==> config.mk <==
export PLATFORM = sky130hd
export DESIGN_NAME = serial_add_ctrl
export DESIGN_NICKNAME = d
export VERILOG_FILES = /design/src/rtl/serial_add_ctrl.sv
export SDC_FILE = /design/constraint.sdc
export NUM_CORES = 1
export LEC_CHECK = 0
export BUFFER_PORTS_ARGS = -buffer_cell sky130_fd_sc_hd__buf_2
export CORE_MARGIN = 2
export CORE_UTILIZATION = 48
export CTS_CLUSTER_DIAMETER = 100
export DETAILED_ROUTE_END_ITERATION = 10
export PLACE_DENSITY = 0.77
export SLEW_MARGIN = 20
export SYNTH_ARGS = -nofsm -noshare
export SYNTH_HDL_FRONTEND = slang
export SYNTH_SLANG_ARGS = --single-unit
==> constraint.sdc <==
create_clock -name clk -period 1.2 [get_ports clk]
set_input_delay 0.12 -clock clk [delete_from_list [all_inputs] [get_ports clk]]
set_output_delay 0.12 -clock clk [all_outputs]
set_load 0.05 [all_outputs]
==> src/rtl/serial_add_ctrl.sv <==
`default_nettype none
`timescale 1ns/1ps
// ============================================================================
//  Module      : serial_add_ctrl (with helper module half_adder)
//  Description : Bit-serial adder sequencer. Accepts a WIDTH-bit operand pair
//                over a valid/ready handshake. Adds one bit per clock, LSB
//                first, through a single full-adder slice made of two half
//                adders and an OR. Returns sum/carry_out over a second
//                valid/ready handshake.
//  Options     : define SERIAL_ADD_CTRL_OVF_EN to add the signed-overflow
//                output 'ovf' and its flop.
//  Revision    : 1.0 - initial release
// ============================================================================

// Single half-adder cell; two of these plus an OR form the full-adder slice.
module half_adder (
  input  logic a_i,
  input  logic b_i,
  output logic s_o,
  output logic c_o
);

  assign s_o = a_i ^ b_i;
  assign c_o = a_i & b_i;

endmodule

module serial_add_ctrl #(
  parameter int WIDTH = 8
) (
  input  logic             clk,
  input  logic             rst,
  input  logic             in_valid,
  output logic             in_ready,
  input  logic [WIDTH-1:0] a,
  input  logic [WIDTH-1:0] b,
  output logic             out_valid,
  input  logic             out_ready,
  output logic [WIDTH-1:0] sum,
  output logic             carry_out,
  output logic             busy
`ifdef SERIAL_ADD_CTRL_OVF_EN
  ,
  output logic             ovf
`endif
);

  // Counter must be able to hold WIDTH-1; sized so WIDTH=1 still gets one bit.
  localparam int CNT_W = $clog2(WIDTH + 1);
  localparam logic [CNT_W-1:0] LAST_CNT = CNT_W'(WIDTH - 1);

  typedef enum logic [1:0] {
    S_IDLE = 2'd0,
    S_RUN  = 2'd1,
    S_DONE = 2'd2
  } state_t;

  state_t           state_q, state_d;
  logic [CNT_W-1:0] cnt_q, cnt_d;
  logic [WIDTH-1:0] a_q, a_d;
  logic [WIDTH-1:0] b_q, b_d;
  logic [WIDTH-1:0] sum_q, sum_d;
  logic             carry_q, carry_d;
`ifdef SERIAL_ADD_CTRL_OVF_EN
  logic             ovf_q, ovf_d;
`endif

  // Full-adder slice: propagate/generate from the operand LSBs, then fold in
  // the carry flop with a second half adder.
  logic ha0_s, ha0_c;
  logic slice_s, ha1_c;
  logic slice_c;

  half_adder u_ha0 (
    .a_i (a_q[0]),
    .b_i (b_q[0]),
    .s_o (ha0_s),
    .c_o (ha0_c)
  );

  half_adder u_ha1 (
    .a_i (ha0_s),
    .b_i (carry_q),
    .s_o (slice_s),
    .c_o (ha1_c)
  );

  assign slice_c = ha0_c | ha1_c;

  // Handshake and status flags decode straight from state.
  assign in_ready  = (state_q == S_IDLE);
  assign out_valid = (state_q == S_DONE);
  assign busy      = (state_q == S_RUN);
  assign sum       = sum_q;
  assign carry_out = carry_q;
`ifdef SERIAL_ADD_CTRL_OVF_EN
  assign ovf       = ovf_q;
`endif

  // Next-state and datapath update: load on accept, one bit per RUN cycle.
  always_comb begin
    state_d = state_q;
    cnt_d   = cnt_q;
    a_d     = a_q;
    b_d     = b_q;
    sum_d   = sum_q;
    carry_d = carry_q;
`ifdef SERIAL_ADD_CTRL_OVF_EN
    ovf_d   = ovf_q;
`endif
    case (state_q)
      S_IDLE: begin
        if (in_valid && in_ready) begin
          a_d     = a;
          b_d     = b;
          carry_d = 1'b0;
          cnt_d   = '0;
          state_d = S_RUN;
        end
      end
      S_RUN: begin
        a_d              = a_q >> 1;
        b_d              = b_q >> 1;
        sum_d            = sum_q >> 1;
        sum_d[WIDTH-1]   = slice_s;
        carry_d          = slice_c;
        cnt_d            = cnt_q + CNT_W'(1);
        if (cnt_q == LAST_CNT) begin
          state_d = S_DONE;
`ifdef SERIAL_ADD_CTRL_OVF_EN
          // Carry into the MSB is the carry flop on this last cycle.
          ovf_d   = carry_q ^ slice_c;
`endif
        end
      end
      S_DONE: begin
        if (out_ready) begin
          state_d = S_IDLE;
        end
      end
      default: begin
        state_d = S_IDLE;
      end
    endcase
  end

  // State and datapath registers; reset discards any in-flight add.
  always_ff @(posedge clk or posedge rst) begin
    if (rst) begin
      state_q <= S_IDLE;
      cnt_q   <= '0;
      a_q     <= '0;
      b_q     <= '0;
      sum_q   <= '0;
      carry_q <= 1'b0;
`ifdef SERIAL_ADD_CTRL_OVF_EN
      ovf_q   <= 1'b0;
`endif
    end else begin
      state_q <= state_d;
      cnt_q   <= cnt_d;
      a_q     <= a_d;
      b_q     <= b_d;
      sum_q   <= sum_d;
      carry_q <= carry_d;
`ifdef SERIAL_ADD_CTRL_OVF_EN
      ovf_q   <= ovf_d;
`endif
    end
  end

endmodule
`default_nettype wire

Yosys cells after proc, flatten, opt, wreduce, memory -nomap -nowiden

Index checks and enable logic that the tools add are counted.

Add/sub/neg operators: 1
Equal/unequal tests: 6
Mux-type cells: 12
Bitwise gates (word level): 5
Reduce and logical (&&, ||, !) cells: 5

Operators with widths:

| cell                  | count |
|---|---|
| $pmux W8 S2           | 2 |
| $mux W8               | 2 |
| $pmux W4 S2           | 1 |
| $mux W2               | 3 |
| $ne A2 B1 Y1 const B  | 3 |
| $pmux W2 S3           | 1 |
| $add A4 B1 Y4 const B | 1 |
| $eq A4 B3 Y1 const B  | 1 |
| $mux W4               | 1 |
| $reduce_and A3 Y1     | 1 |
| $and A1 B1 Y1         | 2 |
| $eq A2 B1 Y1 const B  | 1 |
| $eq A2 B2 Y1 const B  | 1 |
| $logic_not A2 Y1      | 1 |
| $pmux W1 S2           | 1 |
| $reduce_and A2 Y1     | 1 |
| $reduce_bool A2 Y1    | 1 |
| $xor A1 B1 Y1         | 2 |
| $logic_and A1 B1 Y1   | 1 |
| $mux W1               | 1 |
| $or A1 B1 Y1          | 1 |

Register bits: 31
Bits of input ports: 20
Output and inout port bits: 12
Word-level logic and storage cells: 35

Longest topological paths before layout

Gate-level depths: netlist of run 1.

Depth after elaboration: 4
Depth in mapped cells: 5
Mapped depth without buffers: 4

Hierarchy

A second synthesis of run 1 with hierarchy kept.

Cells, all modules: 154
Area total of the unflattened synthesis: 1,466.4 sq um

By module, submodules not included:

| module          | instances | cells an instance | area each (sq um) |
|---|---|---|---|
| serial_add_ctrl | 1         | 152               | 1,441.4 |
| half_adder      | 2         | 1                 | 12.5 |

Least setup slack after synthesis of run 1

Ideal clock, no wire load.

Path type: reg-to-reg
Start: register state_q[0]
End: register state_q[1]
Arrival: 1,481 ps
Required time: 1,128 ps
Path slack: -353 ps
Stages on the path, launching flop included: 4
Buffers on the path: 1
Period minus slack after synthesis: 1,553 ps
Cells stage by stage: dfrtp_1 -> buf_2 -> nor2b_1 -> a32o_1

RTL lines:

| element                     | line | text |
|---|---|---|
| from (decl)                 | 58   | `state_t state_q, state_d;` |
| from (signal assigned)      | 160  | `state_q <= state_d;` |
| $eq A2 B2 Y1 (*)            | n/a  |  |
| named net out_valid         | 37   | `output logic out_valid,` |
| $ne A2 B1 Y1 (no line)      | n/a  |  |
| $reduce_and A3 Y1 (no line) | n/a  |  |

Mark *: on every way through the listed nets, which the timed path passes. The rest lies on a longest branch.
A chain may end at the register's enable or synchronous reset.

Worst setup path in the final report of run 1

Start: register state_q[0]
End: register a_q[1]

Word-level cells in the longest chain between the ends: 4

Ends and longest elaborated chain:

| element                     | line    | text |
|---|---|---|
| $logic_not A2 Y1            | 91, 111 |  |
| $logic_and A1 B1 Y1         | 113     | `if (in_valid && in_ready) begin` |
| $ne A2 B1 Y1 (no line)      | n/a     |  |
| $reduce_and A2 Y1 (no line) | n/a     |  |
| to (signal assigned)        | 152     | `a_q <= '0;` |
| to (signal assigned)        | 162     | `a_q <= a_d;` |
| to (decl)                   | 60      | `logic [WIDTH-1:0] a_q, a_d;` |

Parallel ways exist; a longest one is shown, timed or not.

==> summary.md, run 1 <==
| Metric | Value |
|---|---|
| Outcome | complete, but fails checks |
| Failing checks | negative setup slack |
| Fin crit share | 115% |
| Clock Pin Slew Worst Setup and Hold Paths | 100 ps |
| Max Root-Sink Buffers | 2 |
| Core Region | 2780 um^2 |
| Leakage Power | 0.979 nW |
| Final core occ | 72.5% |
| Clock H-tree levels | 2 |
| Area leader, netlist | dfrtp_1 |
| Synth cell count leaders | 40 x nand2_1, 31 x dfrtp_1, 17 x o21ai_0, 9 x a31oi_1 |
| Max-slew headroom | 73.5% |
| Post-Synth Simple-Gate Area | 19.7% |
| Mux cell area share after synthesis | 0% |
| Worst Path Class, Setup | flop to flop |
| Nature of the critical path endpoint | flop |
| Design area | 2020 um^2 |
| Final #Nets | 226 |
| Global-route wire length before repair | 5780 um |
| TritonCTS clock tree | done |
| Most frequent cell after synthesis | nand2_1 |
| Remaining antenna violation count | 0 |
| I/O Buffers | 31 |
| Worst Path Arrival | 1600 ps |
| Cells after Synth | 152 |
| Area share of fa/ha/maj cells after synthesis | 2.31% |
| Main area contributors after synthesis | dfrtp_1 55%, nand2_1 11%, o21ai_0 6.0%, a31oi_1 4.0%, and2_1 3.6% |
| Compound-cell area share of the yosys netlist | 17.6% |
| Initial Utilization | 50.6% |
| Syn. warnings | 0 |
| Setup Viol. Count Final | 11 |
| Row count | 19 |
| Final wirelength | 3510 um |
| Tightest Pin Transition | 398 ps |
| RSZ-0062 raised after global routing | true |
| Final Skew | 13.8 ps |
| Final Slew Violations | 0 |
| Total vias in the final route | 1316 |
| Largest family of logic cells by synthesized area | simple AND/OR/NAND/NOR gates |
| Largest net degree at the start of global routing | 32 |
| EDFF count, synth | 0 |
| Die height | 58.2 um |
| Worst-path maximum fanout | 7 |
| Diode count | 0 |
| Post-DR wirelength/cell | 14.9 um |
| Share of cells above drive strength 1 | 42.0% |
| Cell area power density | 2760 nW/um^2 |
| Yosys top cell area share | 55.1% |
| TritonCTS buffer count | 5 |
| Seq cells post-synth | 31 |
| Vias per inst | 5.58 |
| Initial DRT Pass Iterations | 5 |
| Sink Count | 31 |
| Primary FF master, synth | dfrtp_1 |
| Post-synth ARST share | 100% |
| Initial DRC count | 25 |
| Syn avg cell area | 9.26 um^2 |
| Xor and xnor area share after synthesis | 0% |
| Max incr delay on CP | 480 ps |
| Period minus WS final | 1380 ps |
| F_max | 726 MHz |
| Root Buffer | clkbuf_4 |
| Die span in x | 58.2 um |
| Yosys cell types | 24 |
| Register area share after synthesis | 55.1% |
| Hold Vio Cnt, Final | 0 |
| Slowest-stage cell, CP | dfrtp_2 |
| All-Layer GR Usage | 22.9% |
| Die Area | 3380 um^2 |
| Pre-CTS setup slack | -61.4 ps |
| Max-Cap Viols | 0 |
| CP Launch Type | flop |
| Total global routing overflow | 0 |
| CP Cell Sequence | buf_12, buf_4, buf_6, and2_4, a31oi_1, o21ai_1 |
| HPWL Detailed | 2080 um |
| Clk_lat worst skew | 340 ps |
| Worst vdd ir | 0.00297 V |
| Synth Cell Area | 1410 um^2 |
| Dpl cell area | 1650 um^2 |
| Initial antenna violation count | 0 |
| Number of global-route vias before repair | 1268 |
| Min-delay worst type | input pin to flop |
| P&R area growth vs syn | 43.3% |
| Syn nets | 174 |
| # fillers | 208 |
| Gpl congestion | 0.766 |
| Fin worst setup slack | -177 ps |
| Worst path required time | 1430 ps |
| Drt drc | 0 |
| Ports | 32 |
-- worst max-delay path, delay by kind of cell (launching register included) --
kind                   cells  cell delay [ps]
AO/OA/AOI/OAI              2              270
buffers and inverters      3              400
AND/OR/NAND/NOR            1              120
flip-flops                 1              480
-- cells in the final DEF (no fill, tap or decap), types with 3 or more instances in the layout --
cell type,synthesis,final
buf_2,8,28
buf_6,0,8
buf_4,0,10
nor2b_1,5,3
clkbuf_4,0,5
a22oi_2,0,5
dfrtp_2,0,3
and2_4,0,6
o21ai_1,2,16
a31oi_1,9,7
nand2_1,40,40
inv_1,7,5
a21oi_1,3,3
buf_8,0,3
nand3_1,3,3
dfrtp_1,31,28
o21ai_0,17,3
-- sequential cells by signal, indices dropped and copies added (netlist names) --
name / flops
b_q: 8
carry_out: 1
sum: 8
cnt_q: 4
a_q: 8
state_q: 2
-- layout make-up --
| type | instances | area (um^2) | share of cell area, % |
|---|---|---|---|
| well taps | 31 | 38.8 | 1.92 |
| flip-flops and latches | 31 | 779 | 38.6 |
| repair buffers | 53 | 425 | 21.1 |
| repair inverters | 1 | 6.26 | 0.310 |
| clock buffers | 7 | 55.1 | 2.73 |
| clock inverters | 1 | 5.00 | 0.248 |
| multi-input cells | 104 | 667 | 33.1 |
| inverters | 8 | 40.0 | 1.99 |
-- where the power goes --
group | switching [W] | internal (W) | total (W)
combinational | 0.00177 | 0.00139 | 0.00316
clock | 0.000351 | 0.000283 | 0.000634
sequential | 0.000319 | 0.00146 | 0.00178
-- final timing paths --
check | startpoint | endpoint | slack, ps | cells after the start
worst max-delay path | state_q[0] | a_q[1] | -180 | 6
worst min-delay path | b[7] | b_q[7] | 50 | 2
worst max register to register | state_q[0] | a_q[1] | -180 | 6
worst min register to register | sum[0] | sum[0] | 470 | 2
max in group asynchronous | rst | carry_out | 490 | 4
min in group asynchronous | rst | sum[6] | 390 | 4
-- through the flow --
stage	hold slack (ps)	total power, W	instances	TNS, ps
after floorplan	223	0.00337	152	-10.8
after global placement	211	0.00390	213	0
after detailed placement	223	0.00401	213	-94.0
after CTS	40.9	0.00507	229	-790
after global routing	48.5	0.00597	236	-1640
final	46.1	0.00557	236	-1010
-- cells by family (layout without fill, tap and decap cells) --
kind of cell             count (synthesis)  in the layout
AO/OA/AOI/OAI                           41             41
flip-flops                              31             31
adder cells (fa/ha/maj)                  2              2
buffers and inverters                   17             70
AND/OR/NAND/NOR                         61             61
-- repair_timing --
| item | in CTS | in global routing |
|---|---|---|
| gates resized for setup | 30 | 31 |
| endpoints found under the hold margin | 31 | 0 |
| hold buffers | 1 | 0 |
| setup endpoints to repair | 8 | 31 |
| buffers inserted | 6 | 6 |
| pin swaps | 5 | 17 |
| cloned | 1 | 2 |
-- per-layer routing --
| metal | vias to the layer above | wire length (um) | global-route usage, % |
|---|---|---|---|
| li1 | 623 | - | - |
| met3 | 8 | 173 | 8.71 |
| met5 | - | 0 | 0 |
| met1 | 646 | 1500 | 28.6 |
| met2 | 39 | 1770 | 36.2 |
| met4 | 0 | 68 | 8.64 |
Note: power is estimated with default switching activity, not from simulation.
==> run 2, diff against run 1 <==
- CELL_PAD_IN_SITES_DETAIL_PLACEMENT: default -> 1
- CELL_PAD_IN_SITES_GLOBAL_PLACEMENT: default -> 1
- CORE_UTILIZATION: 48 -> 39
- PLACE_DENSITY: 0.77 -> 0.82
==> run 2 against run 1 <==
  * The run still ends with negative setup slack left
  * Global-route usage decreased by 1.3 points
  * Power increased by 9.6%
  * Wire length rose by 30%
  * Critical endpoint is now a_q[0]
==> summary.md, run 2 (synthesized netlist as in run 1, its figures left out) <==
| Metric | Value |
|---|---|
| Outcome | complete, but fails checks |
| Failing checks | negative setup slack |
| P&R area growth vs syn | 52.0% |
| Largest net degree at the start of global routing | 32 (unchanged) |
| All-Layer GR Usage | 21.6% (-1.3 points) |
| Die Area | 4110 um^2 (+21%) |
| Clock H-tree levels | 2 (unchanged) |
| Worst R2R Path Depth | 6 (unchanged) |
| Gpl congestion | 0.753 (-1.8%) |
| TritonCTS buffer count | 5 (unchanged) |
| Commonest cells after routing, fill and taps aside | 31 x nand2_1, 28 x dfrtp_1, 28 x buf_2, 15 x o21ai_1, 13 x buf_6 |
| Sw power | 0.00275 W (+13%) |
| Remaining antenna violation count | 0 (unchanged) |
| Total vias in the final route | 1345 (+2.2%) |
| Leakage Power | 0.988 nW (+0.97%) |
| Cell internal pwr | 0.00336 W (+7.3%) |
| Initial antenna violation count | 0 (unchanged) |
| I/O Buffers | 31 (unchanged) |
| Die span in x | 64.1 um (+10%) |
| Min-delay worst type | input pin to flop |
| Pre-CTS setup slack | -11.0 ps (+50.5 ps) |
| Cell area power density | 2850 nW/um^2 (+3.3%) |
| Max-slew headroom | 73.0% (-0.41 points) |
| Initial DRC count | 40 (+60%) |
| Max-Cap Viols | 0 (unchanged) |
| Worst vdd ir | 0.00112 V (-62%) |
| Clk_lat worst skew | 330 ps (about the same) |
| CP startpoint | state_q[0] |
| F_max | 743 MHz (+2.3%) |
| Worst-path maximum fanout | 5 (-2) |
| Post-DR wirelength/cell | 18.0 um (+21%) |
| Most common cell after layout, fill and taps aside | nand2_1 |
| Switching Share | 45.0% (+1.2 points) |
| Worst Path Arrival | 1610 ps (about the same) |
| Vias per inst | 5.32 (-4.7%) |
| Tightest Pin Transition | 404 ps (+6.14 ps) |
| Post-Route Setup TNS | -2460 ps (-1460 ps) |
| Max Root-Sink Buffers | 2 (unchanged) |
| Total global routing overflow | 0 (unchanged) |
| Reg2reg start | state_q[0] |
| Setup Viol. Count Final | 23 (+12) |
| Final #Nets | 228 (+0.88%) |
| CP Launch Type | flop |
| Hold Vio Cnt, Final | 0 (unchanged) |
| Ports | 32 (unchanged) |
| Final wirelength | 4550 um (+30%) |
| Worst path required time | 1460 ps (+30 ps) |
| Final Slew Violations | 0 (unchanged) |
| Drt drc | 0 (unchanged) |
| Initial DRT Pass Iterations | 4 (-1) |
| Fin crit share | 112% (-2.6 points) |
| Clk pwr share | 11.4% (about the same) |
| RSZ-0062 raised after global routing | true |
| Clock Pin Slew Worst Setup and Hold Paths | 100 ps (about the same) |
| R2R Path End | a_q[0] |
| Core Region | 3390 um^2 (+22%) |
| Root Buffer | clkbuf_4 |
| Gate power share | 58.5% (+1.8 points) |
| Share of cells above drive strength 1 | 48.3% (+6.4 points) |
| Die height | 64.1 um (+10%) |
| TritonCTS clock tree | done |
| Final Skew | 9.68 ps (-4.17 ps) |
| Fin worst setup slack | -147 ps (+30.8 ps) |
| Number of global-route vias before repair | 1461 (+15%) |
| Worst Path Class, Setup | flop to flop |
| R2r setup slk | -150 ps (+30 ps) |
| Sink Count | 31 (unchanged) |
| Initial Utilization | 41.5% (-9.1 points) |
| Row count | 21 (+2) |
| Hold_ws | 47.5 ps (+1.36 ps) |
| Period minus WS final | 1350 ps (-30.8 ps) |
| Nature of the critical path endpoint | flop |
| Global-route wire length before repair | 6700 um (+16%) |
| HPWL Detailed | 2570 um (+24%) |
| Worst Setup EP | a_q[0] |
| Diode count | 0 (unchanged) |
| Sequential share of power | 30.1% (-1.8 points) |
==> run 2: layer usage <==
metal,wire length (um),global-route usage (%)
met3,198,5.11
met4,120,10.3
met1,1820,24.4
met5,0,0
met2,2410,38.2
==> run 2: layout make-up <==
cell class                      count  area (um^2)
Fill cell                         378         1250
Sequential cell                    31          779
Multi-Input combinational cell    104          749
Timing Repair Buffer               56          439
Clock buffer                        8         68.8
Tap cell                           46         57.6
Inverter                            8         45.0
==> run 2: worst min path at each step <==
| stage | startpoint | end | slack (ps) | cells after the start |
|---|---|---|---|---|
| floorplan | rst | a_q[0] | 220 | 1 |
| global placement | rst | sum[6] | 220 | 3 |
| detailed placement | rst | sum[6] | 220 | 3 |
| CTS | b[7] | b_q[7] | 40 | 2 |
| global route | b[7] | b_q[7] | 60 | 2 |
| finish | b[7] | b_q[7] | 50 | 2 |
==> run 2: through the flow <==
step                utilization, %  instance area [um^2]  power (W)  std cells
global placement              49.2                  1670    0.00393        230
finish                        63.1                  2140    0.00611        253
floorplan                        -                  1420    0.00337        152
global route                  63.1                  2140    0.00645        253
detailed placement            49.2                  1670    0.00410        230
CTS                           55.5                  1880    0.00521        247
==> run 2: worst max-delay path, stage by stage (launching register included) <==
cell	delay (ps)
dfrtp_2	450
buf_4	150
buf_6	110
o21bai_4	210
buf_6	170
nand2_1	90
o21ai_1	90
==> run 2: what timing repair did <==
| item | in CTS | in global routing |
|---|---|---|
| resized for setup | 30 | 57 |
| hold buffers | 1 | 0 |
| pin swaps | 0 | 19 |
| gates cloned | 1 | 1 |
| endpoints found under the hold margin | 31 | 0 |
| endpoints found under the setup margin | 9 | 32 |
| buffers inserted | 7 | 5 |
==> run 2: power groups by stage <==
stage | clock, W | sequential, W | combinational [W]
after floorplan | 0 | 0.00210 | 0.00126
after global placement | 0 | 0.00172 | 0.00220
after detailed placement | 0 | 0.00176 | 0.00235
after CTS | 0.000721 | 0.00175 | 0.00274
after global routing | 0.000763 | 0.00189 | 0.00380
final | 0.000697 | 0.00184 | 0.00357
